### config.mk
export PLATFORM = sky130hd
export DESIGN_NAME = pipe_hazard_ctrl
export DESIGN_NICKNAME = d
export VERILOG_FILES = /design/src/rtl/pipe_hazard_ctrl.sv
export SDC_FILE = /design/constraint.sdc
export NUM_CORES = 1
export LEC_CHECK = 0
export ABC_AREA = 0
export BUFFER_PORTS_ARGS = -buffer_cell sky130_fd_sc_hd__buf_2
export CAP_MARGIN = 20
export CORE_UTILIZATION = 48
export CTS_CLUSTER_SIZE = 30
export DETAILED_ROUTE_END_ITERATION = 16
export PLACE_DENSITY = 0.91
export SLEW_MARGIN = 5
export SYNTH_ARGS = -nofsm -noshare
export SYNTH_HDL_FRONTEND = slang
export SYNTH_SLANG_ARGS = --single-unit
### constraint.sdc
create_clock -name clk -period 1.9 [get_ports clk]
set_input_delay 0.095 -clock clk [delete_from_list [all_inputs] [get_ports clk]]
set_output_delay 0.095 -clock clk [all_outputs]
set_load 0.02 [all_outputs]
### src/rtl/pipe_hazard_ctrl.sv
// Hazard, forwarding and stall controller for the 5-stage 8-bit pipeline.
// Sequences load-use stalls, taken-branch flushes and data-memory waits, and
// selects EX-stage operand forwarding sources.
// Optional build macro HAZARD_STATS_EN adds saturating stall/flush counters.
//
// state    | meaning
// ---------+-------------------------------------------------------------
// RUN      | normal issue; new load-use or branch events are accepted
// LU_STALL | extra load-use bubbles after the first, counter counts them
// BR_FLUSH | extra flush cycles after a taken branch, counter counts them
// MEM_WAIT | pipeline frozen on mem_busy; resumes the saved state

module pipe_hazard_ctrl #(
  parameter int REG_AW            = 3,
  parameter int LOAD_STALL_CYCLES = 1,
  parameter int FLUSH_CYCLES      = 1
) (
  input  logic              clk,
  input  logic              reset,
  input  logic [REG_AW-1:0] IF_ID_rs,
  input  logic [REG_AW-1:0] IF_ID_rt,
  input  logic [REG_AW-1:0] ID_EX_rs,
  input  logic [REG_AW-1:0] ID_EX_rt,
  input  logic [REG_AW-1:0] ID_EX_rd,
  input  logic              ID_EX_reg_write,
  input  logic [1:0]        ID_EX_reg_write_mux,
  input  logic [REG_AW-1:0] EX_MEM_rd,
  input  logic              EX_MEM_reg_write,
  input  logic [1:0]        EX_MEM_reg_write_mux,
  input  logic [REG_AW-1:0] MEM_WB_rd,
  input  logic              MEM_WB_reg_write,
  input  logic              branch_taken,
  input  logic              mem_busy,
  output logic              pc_write,
  output logic              IF_ID_write,
  output logic              IF_ID_flush,
  output logic              ID_EX_flush,
  output logic              EX_MEM_write,
  output logic [1:0]        fwd_A,
  output logic [1:0]        fwd_B
`ifdef HAZARD_STATS_EN
  ,
  output logic [15:0]       stall_count,
  output logic [15:0]       flush_count
`endif
);

  typedef enum logic [1:0] {RUN, LU_STALL, BR_FLUSH, MEM_WAIT} state_t;

  localparam logic [2:0] LS_LAST = 3'(LOAD_STALL_CYCLES - 1);
  localparam logic [2:0] FL_LAST = 3'(FLUSH_CYCLES - 1);

  state_t     state;
  state_t     saved;
  state_t     eff;
  logic [2:0] cnt;
  logic       lu;
  logic       do_flush;
  logic       do_stall;

  // Hazard decode; MEM_WAIT behaves as the saved state once mem_busy drops,
  // so the resume cycle does useful work instead of idling.
  always_comb begin
    eff      = (state == MEM_WAIT) ? saved : state;
    lu       = ID_EX_reg_write && (ID_EX_reg_write_mux == 2'b10) &&
               (ID_EX_rd != '0) &&
               ((ID_EX_rd == IF_ID_rs) || (ID_EX_rd == IF_ID_rt));
    do_flush = !mem_busy && ((eff == BR_FLUSH) || branch_taken);
    do_stall = !mem_busy && !do_flush &&
               ((eff == LU_STALL) || ((eff == RUN) && lu));
  end

  function automatic logic [1:0] fwd_sel(input logic [REG_AW-1:0] src);
    logic ex_hit;
    logic wb_hit;
    ex_hit = EX_MEM_reg_write && (EX_MEM_rd != '0) && (EX_MEM_rd == src);
    wb_hit = MEM_WB_reg_write && (MEM_WB_rd != '0) && (MEM_WB_rd == src);
    // A load/reserved result in MEM cannot be forwarded; the load-use stall
    // ensures nobody consumes it, so fall back to the MEM_WB check.
    if (ex_hit && (EX_MEM_reg_write_mux == 2'b00))      fwd_sel = 2'b01;
    else if (ex_hit && (EX_MEM_reg_write_mux == 2'b01)) fwd_sel = 2'b10;
    else if (wb_hit)                                    fwd_sel = 2'b11;
    else                                                fwd_sel = 2'b00;
  endfunction

  // Pipeline enables, flushes and forwarding selects
  always_comb begin
    pc_write     = 1'b1;
    IF_ID_write  = 1'b1;
    IF_ID_flush  = 1'b0;
    ID_EX_flush  = 1'b0;
    EX_MEM_write = 1'b1;
    fwd_A        = fwd_sel(ID_EX_rs);
    fwd_B        = fwd_sel(ID_EX_rt);
    if (reset) begin
      pc_write     = 1'b0;
      IF_ID_write  = 1'b0;
      IF_ID_flush  = 1'b1;
      ID_EX_flush  = 1'b1;
      EX_MEM_write = 1'b0;
      fwd_A        = 2'b00;
      fwd_B        = 2'b00;
    end else if (mem_busy) begin
      pc_write     = 1'b0;
      IF_ID_write  = 1'b0;
      EX_MEM_write = 1'b0;
    end else if (do_flush) begin
      IF_ID_flush  = 1'b1;
      ID_EX_flush  = 1'b1;
    end else if (do_stall) begin
      pc_write     = 1'b0;
      IF_ID_write  = 1'b0;
      ID_EX_flush  = 1'b1;
    end
  end

  // State, saved-state and shared counter sequencing
  always_ff @(posedge clk or posedge reset) begin
    if (reset) begin
      state <= RUN;
      saved <= RUN;
      cnt   <= 3'd0;
    end else if (mem_busy) begin
      if (state != MEM_WAIT) begin
        saved <= state;
        state <= MEM_WAIT;
      end
    end else if (do_flush) begin
      if (eff == BR_FLUSH) begin
        if (cnt == FL_LAST) begin
          state <= RUN;
          cnt   <= 3'd0;
        end else begin
          state <= BR_FLUSH;
          cnt   <= cnt + 3'd1;
        end
      end else if (FLUSH_CYCLES > 1) begin
        state <= BR_FLUSH;
        cnt   <= 3'd1;
      end else begin
        state <= RUN;
        cnt   <= 3'd0;
      end
    end else if (do_stall) begin
      if (eff == LU_STALL) begin
        if (cnt == LS_LAST) begin
          state <= RUN;
          cnt   <= 3'd0;
        end else begin
          state <= LU_STALL;
          cnt   <= cnt + 3'd1;
        end
      end else if (LOAD_STALL_CYCLES > 1) begin
        state <= LU_STALL;
        cnt   <= 3'd1;
      end else begin
        state <= RUN;
        cnt   <= 3'd0;
      end
    end else begin
      state <= RUN;
      cnt   <= 3'd0;
    end
  end

`ifdef HAZARD_STATS_EN
  // Saturating hazard statistics; idle while memory holds the pipeline
  always_ff @(posedge clk or posedge reset) begin
    if (reset) begin
      stall_count <= 16'd0;
      flush_count <= 16'd0;
    end else begin
      if (do_stall && (stall_count != 16'hFFFF)) stall_count <= stall_count + 16'd1;
      if (do_flush && (flush_count != 16'hFFFF)) flush_count <= flush_count + 16'd1;
    end
  end
`endif

endmodule

Word level (Yosys, flattened, before mapping)
Index checks and enable logic that the tools add are counted.
{"block": "word_totals", "ramBits": 0, "latch_bits": 0, "n_memories": 0, "inputBits": 32, "out_inout_bits": 9, "rom_bits": 0, "ff_bits": 7}
{"block": "op_classes", "n_mux": 35, "n_shift": 0, "mul": 0, "n_eq_ne": 13, "div_mod_pow": 0, "n_reduce_logical": 29, "bitwise": 0, "n_lt_le_gt_ge": 0, "add_sub_neg": 1}
{"op": "2-bit 2-to-1 mux", "count": 16}
{"op": "3-bit == test", "count": 6}
{"op": "1-bit logical AND", "count": 17}
{"op": "3-bit 2-to-1 mux", "count": 5}
{"op": "1-bit 2-to-1 mux", "count": 14}
{"op": "3-bit nonzero test", "count": 3}
{"op": "2-bit == test, second input constant", "count": 3}
{"op": "2-bit by 1-bit == test with 1-bit output, second input constant", "count": 2}
{"op": "2-bit logical NOT", "count": 2}
{"op": "3-bit by 1-bit adder with 3-bit output, second input constant", "count": 1}
{"op": "3-bit logical NOT", "count": 1}
{"op": "1-bit logical OR", "count": 3}
{"op": "1-bit logical NOT", "count": 2}
{"op": "2-bit by 1-bit inequality test with 1-bit output, second input constant", "count": 1}
{"op": "2-bit inequality test, second input constant", "count": 1}
{"op": "2-bit AND reduction", "count": 1}

Depth between registers and ports, before layout
{"block": "depth", "ltp_word": 12, "ltp_mapped": 5}

Worst setup path before layout
OpenSTA, ideal clock, no wires.
{"block": "synth_path", "path_kind": "reg-to-output", "from": "register saved[0]", "to": "output pc_write", "path_stages_with_launch": 6, "path_slack_ns": 0.341, "arrival_time_ns": 1.464, "path_cell_list": "dfrtp_1 > nand2b_1 > a21boi_1 > nor2_1 > o2bb2ai_1 > buf_4"}
{"block": "synth_via", "elab_chain_len": 11, "elab_cells_between_ends": 15, "classes_between": "eq/ne (2); mux (5); reduce/logical (8)"}
{"element": "start, declared", "line": "54", "source": "state_t saved;"}
{"element": "start signal, assigned", "line": "125", "source": "saved <= state;"}
{"element": "2-bit 2-to-1 mux (*)", "line": "64", "source": "eff = (state == MEM_WAIT) ? saved : state;"}
{"element": "2-bit == test", "line": "68", "source": "do_flush = !mem_busy && ((eff == BR_FLUSH) || branch_taken);"}
{"element": "1-bit logical OR", "line": "68"}
{"element": "1-bit logical AND", "line": "68"}
{"element": "1-bit logical NOT", "line": "69", "source": "do_stall = !mem_busy && !do_flush &&"}
{"element": "1-bit logical AND (2 in series)", "line": "69"}
{"element": "1-bit 2-to-1 mux"}
{"element": "1-bit 2-to-1 mux (*) (3 in series)"}
{"element": "end, declared", "line": "34", "source": "output logic pc_write,"}
Mark *: on every way between the ends. The rest lies on a longest branch, timed or not.

Final worst setup path
{"block": "layout_path", "from": "register saved[0]", "to": "output ID_EX_flush"}
{"block": "layout_via", "elab_chain_len": 11, "elab_cells_between_ends": 15, "classes_between": "eq/ne (2); mux (5); reduce/logical (8)"}
{"element": "2-bit 2-to-1 mux (*)", "line": "64"}
{"element": "2-bit == test", "line": "68"}
{"element": "1-bit logical OR", "line": "68"}
{"element": "1-bit logical AND", "line": "68"}
{"element": "1-bit logical NOT", "line": "69"}
{"element": "1-bit logical AND (2 in series)", "line": "69"}
{"element": "1-bit 2-to-1 mux", "line": "110", "source": "end else if (do_stall) begin"}
{"element": "1-bit 2-to-1 mux (*)", "line": "107", "source": "end else if (do_flush) begin"}
{"element": "1-bit 2-to-1 mux (*)", "line": "103", "source": "end else if (mem_busy) begin"}
{"element": "1-bit 2-to-1 mux (*)", "line": "95", "source": "if (reset) begin"}
{"element": "end, declared", "line": "37", "source": "output logic ID_EX_flush,"}
Marked as above.

==> results.md <==
* First-pass GRT wire length at 3.36 mm
* CP max FO at 4
* P&R area growth vs syn at 30.9%
* Placement Cell Area at 1000 µm²
* Num CTS Buffers at 3
* Final Hold Fails at 0
* Finished Layout Cells at 161
* Status: completed
* FF-to-FF path depth at 4
* Slew margin rel. at 77.4%
* Critical path required time at 1800 ps
* Port bufs at 40
* Max Clock Freq at 587 MHz
* Pleak at 0.520 nW
* Via count at 879
* HP Start: mem_busy
* DRT iter0 DRCs at 14
* Final min period at 1700 ps
* R2R Setup Slk at 610 ps
* Sum Neg Setup Slack at 0 ps
* Final setup fails at 0
* Setup CP Type: reg2out
* Most frequent cells in the layout: 40 x buf_2, 11 x nand2_1, 8 x xnor2_1
* Critical Path Start: saved[0]
* Worst Setup End Kind: output port
* Fin crit share at 89.6%
* Slew @ Worst Pin at 339 ps
* Unique masters post-synth at 33
* Post-Syn Instances at 102
* Synth Register Bits at 7
* P per Cell Area at 448 nW/µm²
* Initial antenna violation count at 0
* Die area at 1820 µm²
* WL/cell at 12.3 µm
* Max-Cap Viols at 0
* Clk sinks at 7
* Chip height at 42.7 µm
* Most common library cell in the layout ignoring fill and taps: buf_2
* Critical Path AT at 1610 ps
* Ys flop type: dfrtp_1
* Congestion Overflow GR at 0
* Post-Syn Area at 795 µm²
* CTS tree: done
* Dpl ws at 372 ps
* Maximum VDD drop at 0.412 mV
* Clock transition at path regs at 60 ps
* Placed cell count at 156
* FF-to-FF End: cnt[0]
* Critical Path Start Type: flop
* Setup ws final at 198 ps
* Final instance area at 1040 µm²
* Share of layout cells above drive strength 1 at 34.5%
* Gpl congestion at 0.791
* RSZ-0062 raised after global routing: no
* Hold_buf cts at 1
* Average size of a mapped cell at 7.79 µm²
* Chip Width at 42.7 µm
* Worst-case clock buffer depth at 2
* Hold Path Class: in2reg
* CP endpoint: ID_EX_flush
* Syn nets at 136
* Final WL at 1.98 mm
* HPWL after detailed placement at 1.63 mm
* Root buf cell: clkbuf_4
* CTS resizes at 0
* Drt drc at 0
* Skew-Pair Late Insertion Delay at 260 ps
* N_diodes at 0
* R2R Path Start: saved[0]
* Starting Density at 52.1%
* Number of post-CTS setup repair buffers at 0
* Number of global-route vias before repair at 864
* # nets final at 180
* Final ANT Viol Nets at 0
* Gr usage total at 24.2%
* Pre-Repair DR Iteration Count at 4
* Post-layout util at 68.2%
* Via-to-Cell Ratio at 5.46
* IO Count at 41
* Core footprint at 1520 µm²
* Post-synthesis sequential area ratio at 22.0%
* Std-Cell Rows at 14
* Ys async rst share at 100%
* Slew Viols, Final at 0
* Clk_skew at 9.97 ps
* Ys Warns at 0
* Largest net degree at the start of global routing at 14
* Post-synth EDFFs at 0
* H-tree Lvls at 1
## cells by family (layout without fill, tap and decap cells)
logic type,count (synthesis),count (layout),synth area share [%]
compound gates,22,22,19.2
flops,7,7,22.0
buf+inv,8,51,4.25
fa+ha+maj,2,2,3.15
simple gates,45,45,30.9
mux,4,4,5.04
xor+xnor,14,14,15.4
## per-stage QoR
step	hold slack (ps)	power (mW)
6_report	151	0.466
5_1_grt	200	0.494
4_1_cts	154	0.468
3_5_place_dp	115	0.329
3_3_place_gp	108	0.321
2_1_floorplan	-79.6	0.259
## area by class of cell
type	instances	area, µm²
timing repair buffer	41	210
inverter	6	22.5
multi-input combinational	87	586
tap	16	20.0
clock buffer	4	26.3
sequential	7	175
fill	126	484
## state kept, by name, summed over array words and instances (netlist names)
| name | cells |
|---|---|
| cnt | 3 |
| state | 2 |
| saved | 2 |
## worst min path at each step
stage / to / slack [ps] / cells past startpoint
finish: cnt[2] / 150 / 3
global route: state[0] / 200 / 3
CTS: cnt[2] / 150 / 3
detailed placement: cnt[2] / 110 / 2
global placement: cnt[2] / 110 / 2
floorplan: cnt[0] / -80 / 1
## routing by layer
| metal | part of all wire, % | track usage, % | wire length, µm | up-vias |
|---|---|---|---|---|
| met5 | 0 | 0 | 0 | - |
| met4 | 2.8 | 11.9 | 55 | 0 |
| met3 | 6.0 | 4.68 | 119 | 9 |
| met2 | 53 | 44.5 | 1050 | 29 |
| met1 | 38 | 25.8 | 759 | 399 |
| li1 | - | - | - | 442 |
## cells in the mapped netlist, drive strengths merged, types with 2 or more instances
cell type | count | area (µm²)
nand2 | 11 | 41.3
xnor2 | 8 | 70.1
dfrtp | 7 | 175
nor2 | 7 | 26.3
inv | 6 | 22.5
xor2 | 6 | 52.6
nand2b | 5 | 31.3
nor2b | 5 | 31.3
o21ai | 5 | 25.0
mux2i | 4 | 40.0
nor3 | 4 | 20.0
o211ai | 4 | 30.0
or3b | 4 | 35.0
a211oi | 3 | 22.5
a21oi | 3 | 18.8
and3 | 3 | 20.0
or2 | 3 | 18.8
ha | 2 | 25.0
## report_power, final
part           internal [mW]  switching (mW)  leakage, nW
Combinational         0.0767          0.0873        0.416
Sequential             0.156         0.00757       0.0893
Clock                 0.0803          0.0575       0.0150
## critical path: stages, from the launching register on
cell      delay (ps)
dfrtp_1          400
nand2b_1         150
a21boi_1         290
nor2_1           120
a32oi_1          200
buf_2            190
(Power assumes the default switching activity.)
